File: src/rtl/uart_cmd_pkg.sv
`default_nettype none
// ============================================================================
// Module   : uart_cmd_pkg
// Purpose  : Shared types and constants for the UART command scheduler.
//            Provides the scheduler state enum, the PING opcode and the
//            default ACK/NAK response bytes.
// Ports    : none (package)
// Revision : 1.0 - initial release
// ============================================================================
package uart_cmd_pkg;

  typedef enum logic [2:0] {
    IDLE     = 3'd0,
    DISPATCH = 3'd1,
    WAIT     = 3'd2,
    RESP     = 3'd3,
    TX_WAIT  = 3'd4
  } sched_state_t;

  localparam logic [3:0] OP_PING          = 4'h0;
  localparam logic [7:0] ACK_BYTE_DEFAULT = 8'hA5;
  localparam logic [7:0] NAK_BYTE_DEFAULT = 8'hFF;

endpackage : uart_cmd_pkg
`default_nettype wire

File: src/rtl/cmd_fifo.sv
`default_nettype none
// ============================================================================
// Module   : cmd_fifo
// Purpose  : Synchronous FIFO for queued commands. Push and pop may occur in
//            the same cycle; a push while full is accepted only if a pop
//            frees the slot on the same edge.
// Ports    : clk, rst_n       - clock, asynchronous active-low reset
//            push_i, wdata_i  - write strobe and data
//            pop_i, rdata_o   - read strobe and head-of-queue data
//            full_o, empty_o  - occupancy flags
//            count_o          - current occupancy
// Revision : 1.0 - initial release
// ============================================================================
module cmd_fifo #(
  parameter int WIDTH = 16,
  parameter int DEPTH = 4
) (
  input  logic                     clk,
  input  logic                     rst_n,
  input  logic                     push_i,
  input  logic [WIDTH-1:0]         wdata_i,
  input  logic                     pop_i,
  output logic [WIDTH-1:0]         rdata_o,
  output logic                     full_o,
  output logic                     empty_o,
  output logic [$clog2(DEPTH):0]   count_o
);

  localparam int              AW       = $clog2(DEPTH);
  localparam logic [AW:0]     FULL_CNT = DEPTH[AW:0];

  logic [WIDTH-1:0] mem_q [DEPTH];
  logic [AW-1:0]    wr_ptr_q;
  logic [AW-1:0]    rd_ptr_q;
  logic [AW:0]      count_q;
  logic             w_do_push;
  logic             w_do_pop;

  assign full_o    = (count_q == FULL_CNT);
  assign empty_o   = (count_q == '0);
  assign count_o   = count_q;
  assign rdata_o   = mem_q[rd_ptr_q];

  assign w_do_pop  = pop_i & ~empty_o;
  // A pop on the same edge frees the slot, so a push into a full FIFO is legal.
  assign w_do_push = push_i & (~full_o | w_do_pop);

  always_ff @(posedge clk) begin
    if (w_do_push) begin
      mem_q[wr_ptr_q] <= wdata_i;
    end
  end

  // Pointers wrap naturally because DEPTH is a power of two.
  always_ff @(posedge clk or negedge rst_n) begin
    if (!rst_n) begin
      wr_ptr_q <= '0;
      rd_ptr_q <= '0;
      count_q  <= '0;
    end else begin
      if (w_do_push) wr_ptr_q <= wr_ptr_q + AW'(1);
      if (w_do_pop)  rd_ptr_q <= rd_ptr_q + AW'(1);
      unique case ({w_do_push, w_do_pop})
        2'b10:   count_q <= count_q + (AW+1)'(1);
        2'b01:   count_q <= count_q - (AW+1)'(1);
        default: count_q <= count_q;
      endcase
    end
  end

endmodule : cmd_fifo
`default_nettype wire

File: src/rtl/uart_cmd_sched.sv
`default_nettype none
// ============================================================================
// Module   : uart_cmd_sched
// Purpose  : Queues 16-bit commands from the UART receiver, dispatches them
//            one at a time to the execution unit, waits for completion (or a
//            timeout) and returns a one-byte ACK/NAK via the UART transmitter.
// Ports    : clk, rst_n            - clock, asynchronous active-low reset
//            cmd, cmd_rdy          - command from receiver
//            clr_cmd_rdy           - command accepted this cycle
//            exec_cmd, exec_vld    - dispatch to execution unit
//            exec_done, exec_abort - completion in / abort out
//            tx_data, trmt, tx_done- transmitter handshake
//            fifo_cnt              - command FIFO occupancy
// Config   : UART_CMD_SCHED_TMO_EN - when defined, the completion timeout
//            counter, NAK response and exec_abort strobe are built.
// Revision : 1.0 - initial release
// ============================================================================
module uart_cmd_sched
  import uart_cmd_pkg::*;
#(
  parameter int         FIFO_DEPTH = 4,
  parameter logic [7:0] ACK_BYTE   = ACK_BYTE_DEFAULT,
  parameter logic [7:0] NAK_BYTE   = NAK_BYTE_DEFAULT,
  parameter int         TMO_CYCLES = 1_000_000
) (
  input  logic                          clk,
  input  logic                          rst_n,
  input  logic [15:0]                   cmd,
  input  logic                          cmd_rdy,
  output logic                          clr_cmd_rdy,
  output logic [15:0]                   exec_cmd,
  output logic                          exec_vld,
  input  logic                          exec_done,
  output logic                          exec_abort,
  output logic [7:0]                    tx_data,
  output logic                          trmt,
  input  logic                          tx_done,
  output logic [$clog2(FIFO_DEPTH):0]   fifo_cnt
);

  sched_state_t state_q, state_d;
  logic [15:0]  cur_cmd_q, cur_cmd_d;
  logic         ping_q, ping_d;
  logic [7:0]   tx_data_q, tx_data_d;

  logic         w_full;
  logic         w_empty;
  logic         w_pop;
  logic [15:0]  w_head;
  logic         w_tmo_hit;

  // ---------------------------------------------------------------------------
  // Command FIFO
  // ---------------------------------------------------------------------------
  assign w_pop       = (state_q == IDLE) & ~w_empty;
  // A full FIFO still accepts when the head is popped on the same edge.
  assign clr_cmd_rdy = cmd_rdy & (~w_full | w_pop);

  cmd_fifo #(
    .WIDTH (16),
    .DEPTH (FIFO_DEPTH)
  ) u_cmd_fifo (
    .clk     (clk),
    .rst_n   (rst_n),
    .push_i  (clr_cmd_rdy),
    .wdata_i (cmd),
    .pop_i   (w_pop),
    .rdata_o (w_head),
    .full_o  (w_full),
    .empty_o (w_empty),
    .count_o (fifo_cnt)
  );

  // ---------------------------------------------------------------------------
  // Completion timeout
  // ---------------------------------------------------------------------------
`ifdef UART_CMD_SCHED_TMO_EN
  localparam int               TMO_W    = $clog2(TMO_CYCLES);
  localparam logic [TMO_W-1:0] TMO_LAST = TMO_W'(TMO_CYCLES - 1);

  logic [TMO_W-1:0] tmo_cnt_q, tmo_cnt_d;

  always_comb begin
    tmo_cnt_d = tmo_cnt_q;
    if (state_q == DISPATCH) begin
      tmo_cnt_d = '0;
    end else if (state_q == WAIT) begin
      tmo_cnt_d = tmo_cnt_q + TMO_W'(1);
    end
  end

  always_ff @(posedge clk or negedge rst_n) begin
    if (!rst_n) begin
      tmo_cnt_q <= '0;
    end else begin
      tmo_cnt_q <= tmo_cnt_d;
    end
  end

  assign w_tmo_hit  = (state_q == WAIT) && (tmo_cnt_q == TMO_LAST);
  // Completion on the expiry cycle takes priority, so suppress the abort.
  assign exec_abort = w_tmo_hit & ~exec_done;
`else
  assign w_tmo_hit  = 1'b0;
  assign exec_abort = 1'b0;
`endif

  // ---------------------------------------------------------------------------
  // Scheduler FSM
  // ---------------------------------------------------------------------------
  always_comb begin
    state_d   = state_q;
    cur_cmd_d = cur_cmd_q;
    ping_d    = ping_q;
    tx_data_d = tx_data_q;

    unique case (state_q)
      IDLE: begin
        if (w_pop) begin
          cur_cmd_d = w_head;
          ping_d    = (w_head[15:12] == OP_PING);
          state_d   = DISPATCH;
        end
      end
      DISPATCH: begin
        // PING passes through DISPATCH with the strobe masked, which places
        // its response two cycles after the pop.
        if (ping_q) begin
          tx_data_d = ACK_BYTE;
          state_d   = RESP;
        end else begin
          state_d   = WAIT;
        end
      end
      WAIT: begin
        if (exec_done || w_tmo_hit) begin
          tx_data_d = exec_done ? ACK_BYTE : NAK_BYTE;
          state_d   = RESP;
        end
      end
      RESP: begin
        state_d = TX_WAIT;
      end
      TX_WAIT: begin
        if (tx_done) begin
          state_d = IDLE;
        end
      end
      default: begin
        state_d = IDLE;
      end
    endcase
  end

  always_ff @(posedge clk or negedge rst_n) begin
    if (!rst_n) begin
      state_q   <= IDLE;
      cur_cmd_q <= '0;
      ping_q    <= 1'b0;
      tx_data_q <= '0;
    end else begin
      state_q   <= state_d;
      cur_cmd_q <= cur_cmd_d;
      ping_q    <= ping_d;
      tx_data_q <= tx_data_d;
    end
  end

  assign exec_cmd = cur_cmd_q;
  assign exec_vld = (state_q == DISPATCH) & ~ping_q;
  assign trmt     = (state_q == RESP);
  assign tx_data  = tx_data_q;

endmodule : uart_cmd_sched
`default_nettype wire
File: config.mk
export PLATFORM = sky130hd
export DESIGN_NAME = uart_cmd_sched
export DESIGN_NICKNAME = d
export VERILOG_FILES = /design/src/rtl/uart_cmd_pkg.sv /design/src/rtl/cmd_fifo.sv /design/src/rtl/uart_cmd_sched.sv
export SDC_FILE = /design/constraint.sdc
export NUM_CORES = 1
export LEC_CHECK = 0
export CAP_MARGIN = 20
export CORE_UTILIZATION = 54
export DETAILED_ROUTE_END_ITERATION = 8
export PLACE_DENSITY = 0.78
export SYNTH_ARGS = -nofsm -noshare
export SYNTH_HDL_FRONTEND = slang
export SYNTH_HIERARCHICAL = 1
export SYNTH_SLANG_ARGS = --single-unit
export TNS_END_PERCENT = 50
File: constraint.sdc
create_clock -name clk -period 3.65 [get_ports clk]
set_clock_uncertainty 0.2 [all_clocks]
set_input_delay 0.73 -clock clk [delete_from_list [all_inputs] [get_ports clk]]
set_output_delay 0.73 -clock clk [all_outputs]
set_load 0.05 [all_outputs]
# Word level (Yosys, flattened, before mapping)
# Memories as Yosys holds them, arrays and structs flattened.
# Cells that the tools add are included.
# totals
output_inout_bits	31
mem_bits_rw	64
romBits	0
latch_bits	0
reg_bits	35
memories	1
wordCells	52
in_bits	21
# mem_list
name	words	width	read_ports	rd_ports_with_merged_regs	write_ports	line	rtl
u_cmd_fifo.mem_q	4	16	1	0	1	cmd_fifo.sv:32	logic [WIDTH-1:0] mem_q [DEPTH];
# op_classes
eq_ne	11
magnitude_cmp	0
muxes	11
n_mul	0
reduce_logical	8
n_shift	0
div	0
n_addsub	4
bitwise	10
# ops
op	count
$mux 8	2
$pmux 8 s2	1
$pmux 3 s5	1
$mux 3	3
$eq 3x2->1 const B	2
$eq 3x3->1 const B	2
$logic_not 3->1	2
$ne 2x2->1 const B	3
$pmux 3 s2	1
$reduce_and 3->1	2
$and 1x1->1	5
$add 2x1->2 const B	2
$logic_not 4->1	1
$reduce_bool 2->1	2
$add 3x1->3 const B	1
$eq 3x1->1 const B	1
$mux 1	3
$not 1->1	3
$sub 3x1->3 const B	1
$eq 2x1->1 const B	1
$eq 2x2->1 const B	1
$ne 2x1->1 const B	1
$or 1x1->1	2
$reduce_and 2->1	1

# Logic depth before layout (Yosys ltp)
# Gate-level depths: netlist of run 1.
# logic_depth
ltp_word	8
ltp_mapped	12
ltp_nobuf	12

# Modules after synthesis
# Netlist of run 1, hierarchy kept.
# modules_own_cells
module	cells_each	instances	area_each_um2	seq_area_each_um2
cmd_fifo	122	1	2741.4	2097.0
uart_cmd_sched	68	1	978.4	525.5

# Least setup slack after synthesis of run 1
# OpenSTA, ideal clock, no wires.
# synth_path
path_type	flip-flop to flip-flop
startpoint	register u_cmd_fifo.count_q[0], in the netlist u_cmd_fifo/count_o[0]
endpoint	register u_cmd_fifo.count_q[2], in the netlist u_cmd_fifo/count_o[2]
setup_slack_ns	0.275
required_time_ns	3.304
n_path_buf	1
path_stages_with_launch	13
period_less_slack_ns	3.375
setup_ns	0.146
t_arrival_ns	3.029
path_cell_list	dfrtp_1 -> nor3_1 -> nor4_4 -> buf_8 -> o21a_1 -> o21a_4 -> inv_1 -> ha_1 -> inv_1 -> fa_1 -> xor2_1 -> nor2_1 -> xor2_1
# synth_between
elab_chain_cells	8
elab_cells_between_ends	16
classes_between	add/sub (2); eq/ne (3); mux (1); bitwise (8); reduce/logical (2)
# synth_rtl
item	line	rtl
start: declaration	cmd_fifo.sv:35	logic [AW:0] count_q;
start signal: assignment	cmd_fifo.sv:64	2'b10: count_q <= count_q + (AW+1)'(1);
start signal: assignment	cmd_fifo.sv:65	2'b01: count_q <= count_q - (AW+1)'(1);
start signal: assignment	cmd_fifo.sv:66	default: count_q <= count_q;
$logic_not 3->1 *	cmd_fifo.sv:40	assign empty_o = (count_q == '0);
named net w_empty	uart_cmd_sched.sv:47	logic w_empty;
$not 1->1 *	uart_cmd_sched.sv:55	assign w_pop = (state_q == IDLE) & ~w_empty;
$and 1x1->1 *	uart_cmd_sched.sv:55	
named net w_pop	uart_cmd_sched.sv:48	logic w_pop;
$or 1x1->1 *	uart_cmd_sched.sv:57	assign clr_cmd_rdy = cmd_rdy & (~w_full | w_pop);
$and 1x1->1 *	uart_cmd_sched.sv:57	
named net clr_cmd_rdy	uart_cmd_sched.sv:30	output logic clr_cmd_rdy,
$and 1x1->1 *	cmd_fifo.sv:46	assign w_do_push = push_i & (~full_o | w_do_pop);
$eq 2x1->1 / $eq 2x2->1 (equally long branches)	cmd_fifo.sv:63	unique case ({w_do_push, w_do_pop})
$pmux 3 s2 / $reduce_bool 2->1 (equally long branches)	n/a	
# Mark *: on every way through the listed nets, which the timed path passes. The rest lies on a longest branch.
# A chain may end at the register's enable or synchronous reset.

# Worst setup path after layout of run 1
# layout_path
startpoint	register state_q[1]
endpoint	output port exec_vld
# layout_between
elab_chain_cells	2
# layout_rtl
item	line	rtl
start: declaration	uart_cmd_sched.sv:41	sched_state_t state_q, state_d;
start signal: assignment	uart_cmd_sched.sv:162	state_q <= state_d;
$eq 3x1->1	uart_cmd_sched.sv:170	assign exec_vld = (state_q == DISPATCH) & ~ping_q;
$and 1x1->1	uart_cmd_sched.sv:170	
end: declaration	uart_cmd_sched.sv:32	output logic exec_vld,
# Every way passes these cells.

==> results of run 1 <==
[cell usage after synthesis, types with 2 or more instances]
library cell   n
dfrtp_1       28
and2_2         4
buf_6          2
xnor2_1        4
mux4_2        16
mux2_2         9
nor2_1         3
nand2_1        2
buf_4          9
o21ai_0        2
nor4b_1        2
xor2_1         3
mux2_4         9
inv_1          8
edfxtp_1      64
buf_2          3
ha_1           5
[flip-flops by register name, summed over array words and instances (netlist names)]
signal	cells
state_q	3
ping_q	1
u_cmd_fifo/count_o	3
u_cmd_fifo/wr_ptr_q	2
exec_cmd	16
u_cmd_fifo/mem_q	64
tx_data	1
u_cmd_fifo/rd_ptr_q	2
[layout make-up]
cell class / count / area share, %
inverters: 8 / 0.686
well taps: 77 / 2.20
flip-flops and latches: 92 / 59.9
repair buffers: 49 / 11.3
clock buffers: 9 / 2.83
multi-input cells: 78 / 21.9
clock inverters: 7 / 1.17
[per-stage QoR]
stage	power [mW]	instances	utilization, %	setup slack (ns)	cell area (µm²)
6_report	4.03	320	67.4	0.605	4380
5_1_grt	4.23	320	67.4	0.524	4380
4_1_cts	4.07	320	67.4	0.603	4380
3_5_place_dp	3.47	304	64.7	0.830	4200
3_3_place_gp	3.44	304	64.7	0.875	4200
2_1_floorplan	3.02	194	-	0.275	3730
[power groups by stage]
stage,Clock [mW],Combinational (mW),Sequential (mW)
after floorplan,0,1.07,1.96
after global placement,0,1.73,1.71
after detailed placement,0,1.75,1.72
after CTS,0.616,1.76,1.70
after global routing,0.654,1.84,1.74
final,0.600,1.73,1.69
[critical path, stage by stage, from the launching register on]
cell and delay (ns):
dfrtp_1 0.50, nor4b_1 0.39, clkdlybuf4s50_1 0.87
[cell families after synthesis]
logic type / share of synthesized area [%]
AOI/OAI and AO/OA: 1.55
xor gates and xnor gates: 1.65
adders and majority gates: 2.22
buffers and inverters: 4.14
DFF: 70.5
muxes: 16.3
other: 0.101
and+or+nand+nor: 3.53
[layer usage]
layer	global-route usage, %	share of wire [%]	wire length (µm)	vias to the layer above
met5	0	0	0	-
met3	5.64	4.6	260	9
met4	6.47	1.5	87	0
met2	28.1	50	2790	52
met1	22.4	44	2500	879
li1	-	-	-	802
[worst max-delay path by stage]
stage                                 startpoint                                 to  depth (start not counted)
2_1_floorplan  u_cmd_fifo/count_o[0]$_DFFE_PN0P_  u_cmd_fifo/count_o[2]$_DFFE_PN0P_                         12
3_3_place_gp                             cmd_rdy  u_cmd_fifo/count_o[2]$_DFFE_PN0P_                         10
3_5_place_dp                             cmd_rdy  u_cmd_fifo/count_o[2]$_DFFE_PN0P_                         10
4_1_cts                   state_q[1]$_DFFE_PN0P_                           exec_vld                          2
5_1_grt                   state_q[1]$_DFFE_PN0P_                           exec_vld                          2
6_report                  state_q[1]$_DFFE_PN0P_                           exec_vld                          2
==> qor.yml, run 1 <==
setup_path:
  critPathKind: "reg -> out"
  r2r_slack_ns: 0.91
  reg2regPathDepth: 10
  cp-start-kind: "register"
  worstPathArrival_ns: 2.11
  path_max_fanout: 9
  r2r-end: "u_cmd_fifo/count_o[2]$_DFFE_PN0P_"
  cp.required_ns: 2.72
  reg2reg_from: "state_q[1]$_DFFE_PN0P_"
  worstSetupEndpointType: "primary output"
routing:
  drc: 0
  drtPass1Iterations: 4
  ant_nets: 0
  wirelength_mm: 5.64
  first_iter_violations: 51
  num_vias: 1742
  wl_per_cell_um: 17.6
  viasPerCell: 5.44
grt:
  antenna_found_initial: 0
  grt_usage_pct: 17.4
  grt_pass1_wl_mm: 8.99
  grt_overflow: 0
  grt_pass1_vias: 1756
  grt_max_degree: 29
finish:
  mostFrequentLayoutCell: "edfxtp_1"
  final_cell_mix: "edfxtp_1 (64), clkdlybuf4s50_1 (45), dfrtp_1 (28)"
  seqCellArea_um2: 2620
  fill_cells: 435
  diodes: 0
  multi_input_area_um2: 958
  drive_gt1_share_pct: 25.5
  nNetsFinal: 265
  synthToLayoutAreaGrowth_pct: 17.6
sta:
  finalSetupViolCount: 0
  timing.fmax_ghz: 0.328
  worstMarginPinSlew_ns: 0.773
  slew_headroom_pct: 48.5
  tns_ns: 0
  min_period_ns: 3.04
  rsz0062_at_grt: "false"
  final_hold_viol_count: 0
  final_max_slew_viol_count: 0
  fin_crit_sh_pct: 83.4
  worst_hold_slack_ns: 0.309
placement:
  place_hpwl_mm: 3.62
  gp_congestion: 0.684
  portBuffers: 46
power:
  leakage_nw: 1.59
  swShare_pct: 37.5
  p_int_mw: 2.52
  power_density_nw_per_um2: 921
  p_sw_mw: 1.51
  clkPwrFrac_pct: 14.9
  ir_drop_mv: 0.590
  combPwrFrac_pct: 43.1
  sequentialPowerShare_pct: 42.0
cts:
  postCtsHoldBufs: 0
  h-tree-depth: 3
  clk_pin_slew_ns: 0.09
  cts_buffers: 9
  tritoncts: "done"
  cts_sinks: 92
  cts_resized: 0
  clk_path_buf_depth: 2
  cts-root-buf: "clkbuf_8"
  cts_setup_buffers: 0
  clk_latency_ns: 0.36
logic_synthesis:
  synth_area_leaders: "edfxtp_1 (52%), dfrtp_1 (19%), mux4_2 (9.7%)"
  synth_top_area_share_pct: 51.7
  ys.flop_type: "edfxtp_1"
  syn_inst: 190
  yosysWarnings: 6
  synth_edf_count: 64
  synthArstFlopShare_pct: 30.4
  yosysUniqueCellTypes: 34
  synth_seq_cells: 92
  synth_largest_area_cell: "edfxtp_1"
  syn_avg_cell_area_um2: 19.6
  syn_area_um2: 3720
  ys_seq_area_share_pct: 70.5
worst_hold_path:
  worstHoldEndpoint: "exec_cmd[0]$_DFFE_PN0P_"
  hold_path.class: "reg -> reg"
  hold_depth: 1
  min_from: "exec_cmd[0]$_DFFE_PN0P_"
outcome:
  status: "complete, no violations"
floorplan:
  core_region_area_um2: 6490
  dieArea_um2: 7220
  rows: 29
  num_io_pins: 52
  start_util_pct: 57.3
  die_h_um: 85.0
  die_width_um: 85.0
flow_run:
  maxCapViolations: 0
Note: power is estimated with default switching activity, not from simulation.
==> run 2: changes to the inputs <==
--- a/config.mk
+++ b/config.mk
@@ -6,9 +6,9 @@
 export NUM_CORES = 1
 export LEC_CHECK = 0
 export CAP_MARGIN = 20
-export CORE_UTILIZATION = 54
+export CORE_UTILIZATION = 49
 export DETAILED_ROUTE_END_ITERATION = 8
-export PLACE_DENSITY = 0.78
+export PLACE_DENSITY = 0.75
 export SYNTH_ARGS = -nofsm -noshare
 export SYNTH_HDL_FRONTEND = slang
 export SYNTH_HIERARCHICAL = 1
==> constraint.sdc (replaced) <==
create_clock -name clk -period 2.7 [get_ports clk]
set_clock_uncertainty 0.2 [all_clocks]
set_input_delay 0.54 -clock clk [delete_from_list [all_inputs] [get_ports clk]]
set_output_delay 0.54 -clock clk [all_outputs]
set_load 0.05 [all_outputs]
==> run 2 against run 1 <==
  * Worst hold slack improved by 0.0037 ns
  * Sequential cell count stayed put
  * Final area is 2.5% higher
  * Sequential power increased by 33%
  * Largest power group unchanged
  * Non-clock buffer count is 3 higher
  * Die area rose by 10%
  * Final cell count rose by 7.8%
  * Sequential share of layout area fell by 1.4 points
==> qor.yml, run 2 (same netlist as run 1, synthesis figures left out) <==
floorplan:
  die_width_um: 89.1
  dieArea_um2: 7940
  rows: 31
  die_h_um: 89.1
  start_util_pct: 51.0
  num_io_pins: 52
  core_region_area_um2: 7290
routing:
  ant_nets: 0
  num_vias: 1772
  drtPass1Iterations: 4
  drc: 0
  viasPerCell: 5.14
  wirelength_mm: 5.79
  first_iter_violations: 107
  wl_per_cell_um: 16.8
power:
  ir_drop_mv: 0.446
  sequentialPowerShare_pct: 39.9
  swShare_pct: 37.4
  p_int_mw: 3.52
  p_total_mw: 5.63
  clkPwrFrac_pct: 15.4
  p_sw_mw: 2.11
  leakage_nw: 1.64
  power_density_nw_per_um2: 1260
  combPwrFrac_pct: 44.8
placement:
  gp_congestion: 0.665
  place_hpwl_mm: 3.76
  portBuffers: 46
cts:
  cts-root-buf: "clkbuf_8"
  tritoncts: "done"
  cts_sinks: 92
  cts_buffers: 9
  clk_pin_slew_ns: 0.09
  h-tree-depth: 3
  clk_path_buf_depth: 2
  clk_latency_ns: 0.36
flow_run:
  maxCapViolations: 0
grt:
  grt_usage_pct: 16.8
  grt_pass1_wl_mm: 9.36
  antenna_found_initial: 0
  grt_overflow: 0
  grt_pass1_vias: 1813
  grt_max_degree: 29
sta:
  slew_headroom_pct: 63.0
  worstMarginPinSlew_ns: 0.556
  timing.fmax_ghz: 0.388
  finalSetupViolCount: 0
  fin_crit_sh_pct: 95.5
  final_max_slew_viol_count: 0
  final_hold_viol_count: 0
  rsz0062_at_grt: "false"
  min_period_ns: 2.58
  worst_hold_slack_ns: 0.313
finish:
  utilization_pct: 61.5
  nNetsFinal: 268
  synthToLayoutAreaGrowth_pct: 20.6
  final_cell_mix: "edfxtp_1 (64), clkdlybuf4s50_1 (43), dfrtp_1 (25)"
  top_register: "u_cmd_fifo/mem_q"
  drive_gt1_share_pct: 30.5
  largest_reg_flops: 64
  mostFrequentLayoutCell: "edfxtp_1"
  diodes: 0
outcome:
  status: "complete, no violations"
setup_path:
  path_cells: "or3b_1 -> inv_1 -> inv_1 -> o21a_4 -> o21a_4 -> inv_2 -> ha_4 -> inv_2 -> fa_2 -> xor2_1 -> nor2_1 -> xor2_1"
  worstPathArrival_ns: 2.66
  max_stage_delay_ns: 0.45
  cp_top_family: "simple AND/OR/NAND/NOR gates"
  cp_num_buf_inv: 4
  cp-start-kind: "register"
  worstSetupEndpointType: "register"
  cp.required_ns: 2.78
  critPathKind: "reg -> reg"
  cp_slowest_cell: "dfrtp_2"
  path_max_fanout: 7
worst_hold_path:
  hold_path.class: "reg -> reg"
-- run 2: cell count changes in the layout (fill, tap and decap cells not counted), moves of 2 or more --
cell             change
buf_4                +3
clkdlybuf4s50_1      -2
clkinvlp_4           -3
dfrtp_1              -3
dfrtp_2              +3
inv_1                -2
inv_2                +2
inv_6                +3
-- run 2: power by group through the flow --
| stage | sequential [mW] | clock, mW | combinational [mW] |
|---|---|---|---|
| finish | 2.24 | 0.865 | 2.52 |
| detailed placement | 2.29 | 0 | 2.55 |
| floorplan | 2.66 | 0 | 1.49 |
| global route | 2.30 | 0.948 | 2.70 |
| CTS | 2.26 | 0.886 | 2.56 |
| global placement | 2.26 | 0 | 2.52 |
-- run 2: per-layer routing --
layer	GRT usage, %	wire, µm	up-vias
met5	0	0	-
met4	8.66	87	0
met3	3.14	195	7
met2	27.2	2980	42
met1	22.1	2520	912
li1	-	-	811
-- run 2: worst paths after layout --
path,startpoint,depth (start not counted),endpoint,slack [ns]
max,u_cmd_fifo/count_o[1]$_DFFE_PN0P_,12,u_cmd_fifo/count_o[2]$_DFFE_PN0P_,0.12
min,exec_cmd[15]$_DFFE_PN0P_,1,exec_cmd[15]$_DFFE_PN0P_,0.31
max reg2reg,u_cmd_fifo/count_o[1]$_DFFE_PN0P_,12,u_cmd_fifo/count_o[2]$_DFFE_PN0P_,0.12
min reg2reg,exec_cmd[15]$_DFFE_PN0P_,1,exec_cmd[15]$_DFFE_PN0P_,0.31
max in group asynchronous,rst_n,2,u_cmd_fifo/count_o[0]$_DFFE_PN0P_,1.62
min in group asynchronous,rst_n,2,exec_cmd[5]$_DFFE_PN0P_,0.36
-- run 2: area by class of cell --
cell class,count,area (µm²)
sequential,92,2630
fill,539,2810
clock buffer,11,141
inverter,8,30.0
tap,99,124
clock inverter,5,42.5
timing repair buffer,52,528
multi-input combinational,78,992
-- run 2: per-stage QoR --
stage | instance area [µm²] | worst slack, ns | instances | setup TNS [ns]
after floorplan | 3770 | -0.241 | 194 | -1.58
after global placement | 4300 | 0.177 | 329 | 0
after detailed placement | 4300 | 0.143 | 329 | 0
after CTS | 4480 | 0.0154 | 345 | 0
after global routing | 4480 | 0.0308 | 345 | 0
final | 4480 | 0.122 | 345 | 0
-- run 2: timing repair --
action                     in CTS  in global routing
setup buffers                   0                  0
setup endpoints to repair       0                  1
hold buffers                    0                  0
resized for setup               0                  1
